**src/rtl/y_enhance_apply.sv**
```systemverilog
// y_enhance_apply: 3-stage luma contrast stretch, y' = sat255(((y-min)*rate)>>8).
// Define Y_ENHANCE_ROUND_EN to round to nearest instead of truncating.
module y_enhance_apply #(
    parameter int PIPE_STAGES = 3,
    parameter int Y_MSB = 23
) (
    input  logic        clk,
    input  logic        rst,
    input  logic [23:0] video_in_data,
    input  logic        video_in_valid,
    input  logic        video_in_sop,
    input  logic        video_in_eop,
    output logic        video_in_ready,
    output logic [23:0] video_out_data,
    output logic        video_out_valid,
    output logic        video_out_sop,
    output logic        video_out_eop,
    input  logic        video_out_ready,
    input  logic [15:0] rate,
    input  logic [7:0]  min_value,
    input  logic        enable
);

    generate
        if (PIPE_STAGES != 3) begin : g_bad_depth
            $error("y_enhance_apply: PIPE_STAGES must be 3");
        end
    endgenerate

    logic [15:0] rate_l;
    logic [7:0]  min_l;
    logic        en_l;
    logic        vid_l;

    logic        s1_v;
    logic [23:0] s1_data;
    logic        s1_sop;
    logic        s1_eop;
    logic        s1_mod;
    logic [7:0]  s1_d;
    logic [15:0] s1_rate;

    logic        s2_v;
    logic [23:0] s2_data;
    logic        s2_sop;
    logic        s2_eop;
    logic        s2_mod;
    logic [23:0] s2_p;

    logic rdy1;
    logic rdy2;
    logic rdy3;
    logic acc;

    // Each stage may load when it is empty or its contents move on.
    assign rdy3 = video_out_ready | ~video_out_valid;
    assign rdy2 = rdy3 | ~s2_v;
    assign rdy1 = rdy2 | ~s1_v;
    assign video_in_ready = rdy1;
    assign acc = video_in_valid & rdy1;

    logic [7:0] y_in;
    logic [7:0] d_in;
    logic       mod_in;

    assign y_in = video_in_data[Y_MSB -: 8];
    assign d_in = (y_in > min_l) ? (y_in - min_l) : 8'd0;
    // Header beats and beats of non-video packets stay untouched.
    assign mod_in = ~video_in_sop & vid_l & en_l;

    always_ff @(posedge clk) begin
        if (rst) begin
            s1_v    <= 1'b0;
            s1_data <= '0;
            s1_sop  <= 1'b0;
            s1_eop  <= 1'b0;
            s1_mod  <= 1'b0;
            s1_d    <= '0;
            s1_rate <= '0;
            rate_l  <= 16'h0100;
            min_l   <= '0;
            en_l    <= 1'b0;
            vid_l   <= 1'b0;
        end else begin
            if (rdy1) begin
                s1_v <= video_in_valid;
            end
            if (acc) begin
                s1_data <= video_in_data;
                s1_sop  <= video_in_sop;
                s1_eop  <= video_in_eop;
                s1_mod  <= mod_in;
                s1_d    <= d_in;
                s1_rate <= rate_l;
                if (video_in_sop) begin
                    rate_l <= rate;
                    min_l  <= min_value;
                    en_l   <= enable;
                    vid_l  <= (video_in_data[3:0] == 4'd0);
                end
            end
        end
    end

    always_ff @(posedge clk) begin
        if (rst) begin
            s2_v    <= 1'b0;
            s2_data <= '0;
            s2_sop  <= 1'b0;
            s2_eop  <= 1'b0;
            s2_mod  <= 1'b0;
            s2_p    <= '0;
        end else begin
            if (rdy2) begin
                s2_v <= s1_v;
            end
            if (rdy2 & s1_v) begin
                s2_data <= s1_data;
                s2_sop  <= s1_sop;
                s2_eop  <= s1_eop;
                s2_mod  <= s1_mod;
                s2_p    <= 24'(s1_d) * 24'(s1_rate);
            end
        end
    end

    logic [23:0] p_rnd;
    logic [15:0] r;
    logic [7:0]  y_sat;
    logic [23:0] out_next;

`ifdef Y_ENHANCE_ROUND_EN
    assign p_rnd = s2_p + 24'h80;
`else
    assign p_rnd = s2_p;
`endif

    assign r = 16'(p_rnd >> 8);
    assign y_sat = (r > 16'd255) ? 8'hFF : r[7:0];

    always_comb begin
        out_next = s2_data;
        if (s2_mod) begin
            out_next[Y_MSB -: 8] = y_sat;
        end
    end

    always_ff @(posedge clk) begin
        if (rst) begin
            video_out_valid <= 1'b0;
            video_out_data  <= '0;
            video_out_sop   <= 1'b0;
            video_out_eop   <= 1'b0;
        end else begin
            if (rdy3) begin
                video_out_valid <= s2_v;
            end
            if (rdy3 & s2_v) begin
                video_out_data <= out_next;
                video_out_sop  <= s2_sop;
                video_out_eop  <= s2_eop;
            end
        end
    end

endmodule

```
**config.mk**
```make
export PLATFORM = sky130hd
export DESIGN_NAME = y_enhance_apply
export DESIGN_NICKNAME = d
export VERILOG_FILES = /design/src/rtl/y_enhance_apply.sv
export SDC_FILE = /design/constraint.sdc
export NUM_CORES = 1
export LEC_CHECK = 0
export CAP_MARGIN = 40
export CORE_MARGIN = 5
export CORE_UTILIZATION = 40
export DETAILED_ROUTE_END_ITERATION = 10
export MAX_ROUTING_LAYER = met4
export PLACE_DENSITY = 0.62
export SYNTH_ARGS = -nofsm -noshare
export SYNTH_HDL_FRONTEND = slang
export SYNTH_SLANG_ARGS = --single-unit
```
**constraint.sdc**
```tcl
create_clock -name clk -period 7.2 [get_ports clk]
set_clock_uncertainty 0.2 [all_clocks]
set_input_delay 1.44 -clock clk [delete_from_list [all_inputs] [get_ports clk]]
set_output_delay 1.44 -clock clk [all_outputs]
set_load 0.01 [all_outputs]
```
==> run summary <==
first-pass GRT wire length: 39.7 mm
fillers: 2357
# diodes: 0
Sequential Area: 2980 um^2
Final Hold Fails: 0
vias post-DR: 7955
GPL Wtd Cong: 0.846
Initial DRT Pass Iterations: 4
total core area: 23500 um^2
Die Area: 27100 um^2
endpoints failing setup: 0
Peak supply drop: 0.144 mV
Switching Share: 27.6%
relative slew slack: 47.2%
Hold Crit Class: register to register
status: completed
die width: 165 um
Initial Utilization: 40.6%
crit share post-route: 73.9%
Post-DP Area: 10700 um^2
Post-synth EDFFs: 0
DRC: 0
Cells after Synth: 1170
highest clock rate: 0.188 GHz
CTS Hold Bufs: 0
max-cap violations: 0
Post-Route Setup TNS: 0 ps
vias per inst: 5.12
Netlist cell types: 57
commonest non-fill, non-tap cell in the layout: nand2_1
Iter 0 DRT Violations: 568
Rows: 56
GR Util All Layers: 18.7%
P_leak: 4.67 nW
Crit path arrival time: 5440 ps
number of I/O port buffers: 82
clk slew on worst S/H paths: 70 ps
Int Power: 1.38 mW
clock tree buffer depth: 2
Worst Hold Slack: 254 ps
Flop pwr share: 46.2%
Switch Pwr: 0.528 mW
required time of the worst setup path: 7310 ps
Clk pwr share: 44.4%
pwr dens: 170 nW/um^2
postcts setup bufs: 0
Slew @ Worst Pin: 791 ps
synthesized area: 9570 um^2
async set-reset flop share out of synthesis: 0%
Max Slew Vio Count: 0
clk root buf: clkbuf_16
area grow syn2layout: 17.3%
CTS Buf Count: 17
die height: 165 um
RSZ-0062 raised after global routing: false
combinational share of power: 9.5%
Setup CP Type: register to register
initial antenna violation count: 0
Final #Nets: 1409
Yosys reg bits: 149
largest net degree at the start of global routing: 76
crit path max fanout: 17
vias in the first global route: 7983
Syn Nets: 1358
Ports: 83
routed wire length: 23.4 mm
GRT Residual Overflow: 0
CP Launch Type: register
clock latency on the worst-skew pair: 430 ps
multi-input gate area in the final layout: 5940 um^2
Yosys warning count: 0
clk sinks: 149
Post-Layout Inst Area: 11200 um^2
most frequent cells in the layout: nand2_1, dfxtp_1, a21oi_1
DP HPWL: 17.7 mm
CTS-repair resized insts: 0
ANT nets after route: 0
register area share after synthesis: 31.2%
Mapped Avg Cell Area: 8.18 um^2
DR WL/cell: 15.1 um
Primary FF master, synth: dfxtp_1
Final Critical Period: 5320 ps
CTS tree: yes
Crit. End Element: register
H-tree depth: 4
share of layout cells above drive strength 1: 4.29%
[path summary, 6_finish.rpt]
kind	slack, ps	start	depth (start not counted)	end
max	1880	s1_d[5]$_SDFFE_PP0P_	14	p_rnd[22]$_SDFFE_PP0P_
min	250	video_out_data[21]$_SDFFE_PP0P_	2	video_out_data[21]$_SDFFE_PP0P_
max reg2reg	1880	s1_d[5]$_SDFFE_PP0P_	14	p_rnd[22]$_SDFFE_PP0P_
min reg2reg	250	video_out_data[21]$_SDFFE_PP0P_	2	video_out_data[21]$_SDFFE_PP0P_
[cells in the mapped netlist, types with 7 or more instances]
cell / number / area share [%]
clkbuf_1: 57 / 2.2
dfxtp_1: 149 / 31
nand4_1: 9 / 0.59
inv_1: 113 / 4.4
nor2_1: 30 / 1.2
o221ai_1: 9 / 0.82
and2_1: 98 / 6.4
a21oi_1: 146 / 7.6
a21o_1: 7 / 0.55
o21ai_0: 18 / 0.94
nand3_1: 9 / 0.47
nor2b_1: 7 / 0.46
nand2_1: 289 / 11
ha_1: 49 / 6.4
fa_1: 84 / 18
[flip-flops by register name, indices dropped and copies added (netlist names)]
register	count
s1_v	1
video_out_valid	1
min_l	8
s2_eop	1
s1_mod	1
s2_data	24
en_l	1
video_out_data	24
s1_data	24
s1_sop	1
s1_d	8
s2_sop	1
s1_rate	16
video_out_sop	1
p_rnd	16
s2_v	1
rate_l	16
video_out_eop	1
s2_mod	1
s1_eop	1
vid_l	1
[kinds of logic after synthesis]
kind of cell | synth area share, %
adders and majority gates | 24.0
buffers and inverters | 6.80
AOI/OAI and AO/OA | 14.4
and+or+nand+nor | 23.0
DFF | 31.2
xor gates and xnor gates | 0.641
[cell type report]
| type | instances | share of cell area, % |
|---|---|---|
| Clock inverter | 14 | 1.19 |
| Inverter | 113 | 3.78 |
| Sequential cell | 149 | 26.6 |
| Multi-Input combinational cell | 848 | 52.9 |
| Clock buffer | 18 | 3.82 |
| Tap cell | 319 | 3.56 |
| Timing Repair Buffer | 92 | 8.16 |
[per-layer routing]
metal / vias up / global-route usage [%] / routed length [um]
li1: 3903 / - / -
met1: 3893 / 24.5 / 11000
met2: 141 / 30.5 / 11500
met3: 18 / 3.14 / 673
met4: 0 / 4.42 / 325
met5: - / - / 0
[power groups by stage]
stage	combinational, mW	sequential, mW	clock (mW)
floorplan	0.119	0.883	0
finish	0.181	0.883	0.849
global placement	0.178	0.900	0
CTS	0.182	0.883	0.869
global route	0.203	0.887	0.906
detailed placement	0.181	0.902	0
[worst max-delay path: stages (launching register included)]
cell and delay [ps]:
dfxtp_1 690, and2_1 230, fa_1 440, fa_1 520
fa_1 540, inv_1 50, fa_1 530, inv_1 40
ha_1 390, a21oi_1 230, o21ai_0 190, a221oi_4 370
a211oi_1 150, or3_1 380, a32o_1 250
[through the flow]
| step | util, % | power, mW | std cells | setup WS (ps) |
|---|---|---|---|---|
| finish | 47.7 | 1.91 | 1553 | 1880 |
| global route | 47.7 | 2.00 | 1553 | 1620 |
| CTS | 47.7 | 1.93 | 1553 | 1890 |
| detailed placement | 45.3 | 1.08 | 1521 | 1900 |
| global placement | 45.1 | 1.08 | 1517 | 2050 |
| floorplan | - | 1.00 | 1170 | 2260 |
(Power assumes the default switching activity.)
